File: config.mk
export PLATFORM = sky130hd
export DESIGN_NAME = dmem_lsu_ctrl
export DESIGN_NICKNAME = d
export VERILOG_FILES = /design/src/rtl/dmem_lsu_pkg.sv /design/src/rtl/lsu_lane_align.sv /design/src/rtl/dmem_lsu_ctrl.sv
export SDC_FILE = /design/constraint.sdc
export NUM_CORES = 1
export LEC_CHECK = 0
export ABC_AREA = 1
export CORE_MARGIN = 2
export CORE_UTILIZATION = 41
export CTS_BUF_LIST = sky130_fd_sc_hd__clkbuf_8
export DETAILED_ROUTE_END_ITERATION = 16
export PLACE_DENSITY = 0.81
export SETUP_SLACK_MARGIN = 0.15
export SYNTH_ARGS = -nofsm -noshare
export SYNTH_HDL_FRONTEND = slang
export SYNTH_SLANG_ARGS = --single-unit
File: constraint.sdc
create_clock -name clk -period 3.35 [get_ports clk]
set_input_delay 0.67 -clock clk [delete_from_list [all_inputs] [get_ports clk]]
set_output_delay 0.67 -clock clk [all_outputs]
set_load 0.02 [all_outputs]
File: src/rtl/dmem_lsu_pkg.sv
// Shared definitions for the RV32I load/store controller: funct3 encodings,
// FSM state type and the access legality check.
package dmem_lsu_pkg;

    localparam logic [2:0] F3_B  = 3'b000;
    localparam logic [2:0] F3_H  = 3'b001;
    localparam logic [2:0] F3_W  = 3'b010;
    localparam logic [2:0] F3_BU = 3'b100;
    localparam logic [2:0] F3_HU = 3'b101;

    typedef enum logic [2:0] {
        IDLE    = 3'd0,
        READ    = 3'd1,
        CAPTURE = 3'd2,
        MERGE   = 3'd3,
        WRITE   = 3'd4,
        RESP    = 3'd5
    } state_t;

    // Unsigned variants exist only for loads; H/W need natural alignment.
    function automatic logic is_legal(input logic we, input logic [2:0] funct3,
                                      input logic [1:0] addr_lo);
        logic ok;
        case (funct3)
            F3_B:    ok = 1'b1;
            F3_H:    ok = ~addr_lo[0];
            F3_W:    ok = (addr_lo == 2'b00);
            F3_BU:   ok = ~we;
            F3_HU:   ok = ~we & ~addr_lo[0];
            default: ok = 1'b0;
        endcase
        return ok;
    endfunction

endpackage

File: src/rtl/lsu_lane_align.sv
// Byte-lane steering: extracts and extends load data, and merges sub-word
// store data into the word read back from memory.
module lsu_lane_align
    import dmem_lsu_pkg::*;
(
    input  logic [31:0] rdata,
    input  logic [31:0] wdata,
    input  logic [1:0]  lane,
    input  logic [2:0]  funct3,
    output logic [31:0] load_data,
    output logic [31:0] store_data
);

    logic [7:0]  sel_byte;
    logic [15:0] sel_half;

    always_comb begin
        case (lane)
            2'd0:    sel_byte = rdata[7:0];
            2'd1:    sel_byte = rdata[15:8];
            2'd2:    sel_byte = rdata[23:16];
            default: sel_byte = rdata[31:24];
        endcase
        sel_half = lane[1] ? rdata[31:16] : rdata[15:0];
    end

    always_comb begin
        case (funct3)
            F3_B:    load_data = {{24{sel_byte[7]}}, sel_byte};
            F3_H:    load_data = {{16{sel_half[15]}}, sel_half};
            F3_BU:   load_data = {24'd0, sel_byte};
            F3_HU:   load_data = {16'd0, sel_half};
            default: load_data = rdata;
        endcase
    end

    // Only the addressed lane is replaced; the other bytes keep the value just read.
    always_comb begin
        store_data = rdata;
        case (funct3)
            F3_B: begin
                case (lane)
                    2'd0:    store_data[7:0]   = wdata[7:0];
                    2'd1:    store_data[15:8]  = wdata[7:0];
                    2'd2:    store_data[23:16] = wdata[7:0];
                    default: store_data[31:24] = wdata[7:0];
                endcase
            end
            F3_H: begin
                if (lane[1]) store_data[31:16] = wdata[15:0];
                else         store_data[15:0]  = wdata[15:0];
            end
            default: store_data = wdata;
        endcase
    end

endmodule

File: src/rtl/dmem_lsu_ctrl.sv
// Load/store controller between the RV32I execute stage and a word-wide
// data memory with 1-cycle registered read and full-word writes.
module dmem_lsu_ctrl
    import dmem_lsu_pkg::*;
#(
    parameter int ADDR_W = 10,
    parameter int XLEN   = 32
) (
    input  logic              clk,
    input  logic              rst,
    input  logic              req_valid,
    output logic              req_ready,
    input  logic              req_we,
    input  logic [2:0]        req_funct3,
    input  logic [ADDR_W-1:0] req_addr,
    input  logic [XLEN-1:0]   req_wdata,
    output logic              resp_valid,
    input  logic              resp_ready,
    output logic [XLEN-1:0]   resp_rdata,
    output logic              resp_err,
    output logic              busy,
    output logic [ADDR_W-1:0] mem_addr,
    output logic              mem_en,
    output logic              mem_rw,
    output logic [XLEN-1:0]   mem_wdata,
    input  logic [XLEN-1:0]   mem_rdata
);

    state_t            state;
    logic              op_we;
    logic [2:0]        op_funct3;
    logic [ADDR_W-3:0] op_word;
    logic [1:0]        op_lane;
    logic [XLEN-1:0]   op_wdata;
    logic [XLEN-1:0]   rdata_q;
    logic              err_q;
    logic [XLEN-1:0]   load_data;
    logic [XLEN-1:0]   store_data;

    lsu_lane_align u_align (
        .rdata      (mem_rdata),
        .wdata      (op_wdata),
        .lane       (op_lane),
        .funct3     (op_funct3),
        .load_data  (load_data),
        .store_data (store_data)
    );

    always_ff @(posedge clk) begin
        if (rst) begin
            state     <= IDLE;
            op_we     <= 1'b0;
            op_funct3 <= 3'd0;
            op_word   <= '0;
            op_lane   <= 2'd0;
            op_wdata  <= '0;
            rdata_q   <= '0;
            err_q     <= 1'b0;
        end else begin
            case (state)
                IDLE: begin
                    if (req_valid) begin
                        op_we     <= req_we;
                        op_funct3 <= req_funct3;
                        op_word   <= req_addr[ADDR_W-1:2];
                        op_lane   <= req_addr[1:0];
                        op_wdata  <= req_wdata;
                        rdata_q   <= '0;
                        if (!is_legal(req_we, req_funct3, req_addr[1:0])) begin
                            err_q <= 1'b1;
                            state <= RESP;
                        end else begin
                            err_q <= 1'b0;
                            state <= (req_we && req_funct3 == F3_W) ? WRITE : READ;
                        end
                    end
                end
                READ:    state <= op_we ? MERGE : CAPTURE;
                CAPTURE: begin
                    rdata_q <= load_data;
                    state   <= RESP;
                end
                MERGE:   state <= RESP;
                WRITE:   state <= RESP;
                RESP:    if (resp_ready) state <= IDLE;
                default: state <= IDLE;
            endcase
        end
    end

    // Memory strobes are masked by rst directly so a reset mid-RMW never commits.
    always_comb begin
        mem_en    = 1'b0;
        mem_rw    = 1'b0;
        mem_addr  = '0;
        mem_wdata = '0;
        if (!rst) begin
            case (state)
                READ: begin
                    mem_en   = 1'b1;
                    mem_addr = {op_word, 2'b00};
                end
                MERGE: begin
                    mem_en    = 1'b1;
                    mem_rw    = 1'b1;
                    mem_addr  = {op_word, 2'b00};
                    mem_wdata = store_data;
                end
                WRITE: begin
                    mem_en    = 1'b1;
                    mem_rw    = 1'b1;
                    mem_addr  = {op_word, 2'b00};
                    mem_wdata = op_wdata;
                end
                default: ;
            endcase
        end
    end

    assign req_ready  = (state == IDLE) && !rst;
    assign busy       = (state != IDLE);
    assign resp_valid = (state == RESP);
    assign resp_rdata = (state == RESP) ? rdata_q : '0;
    assign resp_err   = (state == RESP) ? err_q : 1'b0;

endmodule

==> results of run 1 <==
## kinds of logic (layout without fill, tap and decap cells)
| family | after synthesis | in the layout | share of synthesized area |
|---|---|---|---|
| and+or+nand+nor | 345 | 345 | 0.2774 |
| AOI/OAI and AO/OA | 247 | 247 | 0.2687 |
| buffers and inverters | 155 | 313 | 0.1252 |
| DFF | 82 | 82 | 0.3279 |
| other | 1 | 2 | 0.0007491 |
## timing repair
item | 4_1_cts | 5_1_grt
hold buffers | 0 | 0
buffers inserted | 5 | 2
pin swaps | 2 | 1
hold endpoints to repair | 0 | 0
resized for setup | 2 | 27
endpoints found under the setup margin | 6 | 37
## registers in the layout (all words and copies together) (netlist names)
signal and cells:
rdata_q 32, op_we 1, op_lane 2, op_funct3 3, err_q 1, state 3
op_word 8, op_wdata 32
## per-layer routing
| metal | vias to the layer above | track usage |
|---|---|---|
| met2 | 257 | 0.4351 |
| met3 | 37 | 0.04553 |
| met5 | - | 0 |
| met4 | 0 | 0.1163 |
| met1 | 2598 | 0.3362 |
| li1 | 2986 | - |
## through the flow
stage               setup slack (ns)  std cells  total power (W)
detailed placement            0.2194       1113         0.003551
CTS                           0.1360       1134         0.004401
finish                        0.1920       1136         0.004407
global route                  0.1265       1136         0.004734
floorplan                     0.9181        831         0.002841
global placement              0.2051       1113         0.003536
## critical path: cells and delay by family, from the launching register on
kind / cells / cell delay, ns
compound gates: 2 / 0.21
flops: 1 / 0.43
buf+inv: 3 / 1.00
simple gates: 3 / 0.49
## cell type report
type	count	area (µm²)
well taps	147	183.9
clock inverters	7	95.09
clock buffers	9	123.9
flip-flops and latches	82	1642
inverters	108	407.9
fillers	1146	4877
repair buffers	189	1882
multi-input cells	594	2750
## worst max-delay path by stage
stage / from / cells after the start / to
after floorplan: rst / 4 / mem_addr[2]
after global placement: mem_rdata[24] / 8 / mem_wdata[24]
after detailed placement: mem_rdata[24] / 8 / mem_wdata[24]
after CTS: op_funct3[1] / 9 / mem_wdata[29]
after global routing: state[0] / 8 / mem_wdata[21]
final: op_lane[0] / 8 / mem_wdata[3]
## synthesized netlist by cell type (3+ instances only)
cell type and number:
o22ai_1 7, inv_2 5, buf_4 4, o211ai_1 25, nor2_1 102, nand2_1 209
nand2_4 3, nand3_1 20, o221ai_1 8, o21ai_1 3, buf_6 3, o21ai_0 63
inv_1 101, a21oi_1 138, clkbuf_1 34, buf_2 4, nor3_1 3, dfxtp_1 82
## where the power goes
| group | total (W) | switching [W] | leakage [nW] | internal [W] |
|---|---|---|---|---|
| Sequential | 0.00138 | 0.000177 | 0.672 | 0.00120 |
| Combinational | 0.00222 | 0.00144 | 2.34 | 0.000787 |
| Clock | 0.000800 | 0.000382 | 0.103 | 0.000418 |
==> results.md, run 1 <==
* Status: complete, no violations
* Die X at between 100 and 150 µm
* Synth Warn # at 0
* Met3 routed WL at between 1 and 1.5 mm
* Worst hold path type: reg2reg
* Row count at 40
* Synth cell types at 31
* CTS tree: built
* DR iter-0 viols at between 400 and 500
* Critical path fanouts, max at 10
* GRT Overall Usage at 0.2633
* ANT nets after route at 0
* Pin count of the biggest net entering global routing at 64
* Crit-path max cell delay at between 0.6 and 0.7 ns
* Reg2reg path depth at 6
* Pwr/cell area at 622.0 nW/µm²
* Setup TNS at 0 ns
* Critical R2R Capture: op_lane[1]
* Hold depth at 2
* Max frequency at about 320 MHz
* Final Hold Vio Count at 0
* Hold path startpoint: op_word[1]
* Hold WS at between 0.4 and 0.5 ns
* Commonest non-fill, non-tap cell in the layout: nand2_1
* DP Wirelength at 13.21 mm
* Initial antenna violation count at 0
* Final wirelength at approximately 17 mm
* CTS Buf Count at 9
* CP cell instances: nand2_2 > inv_1 > o21ai_2 > nor2_1 > buf_4 > nand2_1 > a21oi_1 > clkdlybuf4s50_1
* Fin. max-slew vios at 0
* R2R setup slack at about 1.5 ns
* Setup violations, final at 0
* Reg2reg start: state[1]
* Core Region at around 12,000 µm²
* Global-route wire length before repair at 27.28 mm
* Effective utilization at floorplan at 0.4185
* Post-synthesis cell count at 830
* Drt drc at 0
* Ys flop type: dfxtp_1
* WL met2 at roughly 7.8 mm
* CTS clk-pin slew, worst paths at around 0.09 ns
* # port buffers at 159
* Slowest-stage cell, CP: clkdlybuf4s50_1
* Register area share after synthesis at 0.3279
* Relative slew slack at 0.4276
* Top routing layer used: met4
* Top-level I/O count at ~160
* Final Util at 0.5923
* Top cell type's share of synthesized area at 0.3279
* Root Driver: clkbuf_8
* Vias in the first global route at between 5,000 and 6,000
* H-tree levels at 3
* Unrepaired setup endpoints after global routing: yes
* WL/cell at 15.20 µm
* Peak VDD IR at approximately 0.33 mV
* Fraction of layout cells with a size suffix above 1 at 0.06775
* CP Data Required Time at between 2 and 3 ns
* Synth area leader: dfxtp_1
* Setup crit start kind: flip-flop
* Finished Cell Area at just over 7000 µm²
* Fin nets at 1,066
* WP data arrival at about 2.5 ns
* FFs w/ async S/R, synth at 0
* Max cap viols at 0
* Commonest cells after routing, fill and taps aside: nand2_1, a21oi_1, clkdlybuf4s50_1
* Post-layout min period at roughly 3.2 ns
* Cell Area, Placed at slightly below 7000 µm²
* Drt pass-1 iters at 8
* Metal-1 WL at roughly 7.5 mm
* Leakage at ~3.1 nW
* # diodes at 0
* Top cells by area, synth: dfxtp_1, nand2_1, a21oi_1
* Later-pin clock latency in the skew report at approximately 0.36 ns
* EDFF count, synth at 0
* Routability cong. at 0.9989
* Area Overhead vs Synth at 41.51%
* Die ar. at between 10,000 and 15,000 µm²
* Vias per inst at a little over 5
* Worst Hold End: op_word[1]
* Critical path class: reg2out
* Post-Syn Area at between 5000 and 6000 µm²
* Kind of end point of the critical path: primary output
* Tcrit/Tclk final at 0.9427
* Worst slew pin tran at 0.8574 ns
* Syn avg cell area at 6.031 µm²
* TritonCTS Sinks at 82
* Chip height at 114.5 µm
* Synth Register Bits at 82
* DR vias at 5,878
* Max Root-Sink Buffers at 2
* Clock Skew at between 0.008 and 0.009 ns
* Grt total ovfl at 0
(Power assumes the default switching activity.)
==> run 2: changes to the inputs <==
--- a/config.mk
+++ b/config.mk
@@ -5,12 +5,11 @@
 export SDC_FILE = /design/constraint.sdc
 export NUM_CORES = 1
 export LEC_CHECK = 0
-export ABC_AREA = 1
 export CORE_MARGIN = 2
 export CORE_UTILIZATION = 41
 export CTS_BUF_LIST = sky130_fd_sc_hd__clkbuf_8
 export DETAILED_ROUTE_END_ITERATION = 16
-export PLACE_DENSITY = 0.81
+export PLACE_DENSITY_LB_ADDON = 0.08
 export SETUP_SLACK_MARGIN = 0.15
 export SYNTH_ARGS = -nofsm -noshare
 export SYNTH_HDL_FRONTEND = slang
==> run 2 against run 1 <==
Compared with the run above: sequential share of layout area grew 1.5 points; clock power shrank 3.1%; worst setup slack got worse by 0.10 ns; die area shrank 6.1%; cell count down 22%; largest power group is now registers; critical path depth decreased by 3; highest routed layer unchanged; non-clock buffer count down 11.
==> results.md, run 2 <==
* Status: complete, no violations
* Filler Cells Inserted at 1,065
* WP data arrival at ~2.6 ns
* Top-level I/O count at between 150 and 200
* Fin. max-slew vios at 0
* Post-place setup slack at ~0.20 ns
* Final wirelength at 15.60 mm
* WL/cell at 17.63 µm
* Drt pass-1 iters at 5
* Relative slew slack at 0.2577
* Vias in the first global route at 4,562
* Synth Warn # at 0
* Kind of end point of the critical path: primary output
* Setup crit start kind: flip-flop
* Critical path class: reg2out
* Synth Register Bits at between 80 and 90
* CTS tree: built
* Worst path buffer plus inverter count at 1
* Cell Area, Placed at about 6400 µm²
* Finished Cell Area at around 6700 µm²
* Synth cell types at 52
* CP Depth at 5
* CP Data Required Time at 2.68 ns
* Hold WS at between 0.4 and 0.5 ns
* Drt drc at 0
* Commonest non-fill, non-tap cell in the layout: nand2_1
* Final setup margin at 0.08740 ns
* Area Overhead vs Synth at 42.21%
* Chip height at between 100 and 150 µm
* Final Hold Vio Count at 0
* Row count at 39
* Die ar. at roughly 12,000 µm²
* # diodes at 0
* DR vias at 4,907
* Peak VDD IR at approximately 0.24 mV
* Synth cell count leaders: nand2_1, dfxtp_1, a21oi_1
* Unrepaired setup endpoints after global routing: yes
* CP cell instances: nor2_2 > a21boi_2 > a22oi_1 > o2bb2ai_1 > clkdlybuf4s50_1
* Core Region at approximately 11,000 µm²
* Setup violations, final at 0
* Syn avg cell area at just under 8 µm²
* Synth area leader: dfxtp_1
* Routability cong. at 0.8569
* Pwr/cell area at between 400 and 500 nW/µm²
* Tcrit/Tclk final at 0.9739
* Reg area at between 1500 and 2000 µm²
* Clock Skew at roughly 0.01 ns
* Ys flop type: dfxtp_1
* Most frequent cell after synthesis: nand2_1
* Die X at 111.0 µm
* Register area share after synthesis at 0.3499
* Crit-path max cell delay at ~0.66 ns
* Effective utilization at floorplan at 0.4163
* Top cell type's share of synthesized area at 0.3499
* Post-layout min period at between 3 and 4 ns
* Global-route wire length before repair at ~24 mm
* EDFF count, synth at 0
* CTS clk-pin slew, worst paths at 0.09 ns
* Post-Syn Area at around 4700 µm²
* CTS Hold Bufs at 0
* Fraction of layout cells with a size suffix above 1 at 0.08760
* Worst slew pin tran at between 1 and 1.5 ns
* CTS Buf Count at 9
* ANT nets after route at 0
* Fin nets at 819
* Max frequency at around 300 MHz
* Max cap viols at 0
* Root Driver: clkbuf_8
* Slowest-stage cell, CP: clkdlybuf4s50_1
* GRT Overall Usage at 0.2471
* Leakage at around 2.7 nW
* Top cells by area, synth: dfxtp_1, nand2_1, a21oi_1
* Reg2reg path depth at 6
* # port buffers at between 150 and 200
* Pin count of the biggest net entering global routing at 54
* FFs w/ async S/R, synth at 0
* Footprint of the multi-input gates at ~2800 µm²
* Max Root-Sink Buffers at 2
* H-tree levels at 3
* Vias per inst at around 5.5
* Commonest cells after routing, fill and taps aside: nand2_1, clkdlybuf4s50_1, dfxtp_1
* Hold depth at 2
* Later-pin clock latency in the skew report at about 0.36 ns
* DP Wirelength at 11.69 mm
* Post-synthesis cell count at 600
* Critical path fanouts, max at 8
* TritonCTS Sinks at 82
* Crit-path leading delay family: compound AO/OA/AOI/OAI gates
* Initial antenna violation count at 0
* Worst hold path type: reg2reg
* Grt total ovfl at 0
* DR iter-0 viols at 411
* Top flop regs: op_wdata (32), rdata_q (32), op_word (8)
-- run 2: logic make-up after synthesis --
| kind of cell | after synthesis | share of synthesized area |
|---|---|---|
| DFF | 82 | 0.3499 |
| and+or+nand+nor | 250 | 0.2549 |
| muxes | 11 | 0.02827 |
| other | 1 | 0.0007992 |
| buffers and inverters | 57 | 0.06080 |
| AOI/OAI and AO/OA | 199 | 0.3053 |
-- run 2: tightest hold or removal path, cell delays in order, from the launching register on --
cell,delay [ns]
dfxtp_1,0.32
nand2_1,0.05
a21oi_1,0.05
-- run 2: metal layers --
layer,wire length [µm],GRT usage,share of wire
met5,0,0,0
met3,902,0.05194,0.058
met2,7158,0.3914,0.46
met4,534,0.1042,0.034
met1,7007,0.3273,0.45
-- run 2: repair_timing --
item,in CTS,in global routing
gates cloned,0,1
gates resized for setup,11,21
endpoints found under the setup margin,32,30
setup buffers,1,1
-- run 2: final timing paths --
| kind | start | slack (ns) | to |
|---|---|---|---|
| hold / removal | op_word[1] | 0.45 | op_word[1] |
| setup reg to reg | state[2] | 1.11 | rdata_q[17] |
| hold reg to reg | op_word[1] | 0.45 | op_word[1] |
| setup / recovery | op_funct3[2] | 0.09 | mem_wdata[15] |
-- run 2: metrics by stage --
step / instances / TNS (ns) / power, W / util
floorplan: 601 / 0 / 0.001656 / -
global placement: 866 / 0 / 0.001958 / 0.5639
detailed placement: 866 / 0 / 0.001973 / 0.5639
CTS: 883 / 0 / 0.002757 / 0.5842
global route: 885 / -0.002835 / 0.002888 / 0.5920
finish: 885 / 0 / 0.002741 / 0.5920
-- run 2: where the power goes --
group	internal (W)	switching, W
Sequential	0.00107	0.0000936
Combinational	0.000348	0.000458
Clock	0.000374	0.000401
-- run 2: final cells by class --
class / instances / share of cell area
Multi-Input combinational cell: 463 / 0.4208
Sequential cell: 82 / 0.2466
Timing Repair Buffer: 178 / 0.2725
Clock buffer: 10 / 0.02063
Clock inverter: 6 / 0.01106
Tap cell: 143 / 0.02681
Inverter: 3 / 0.001688
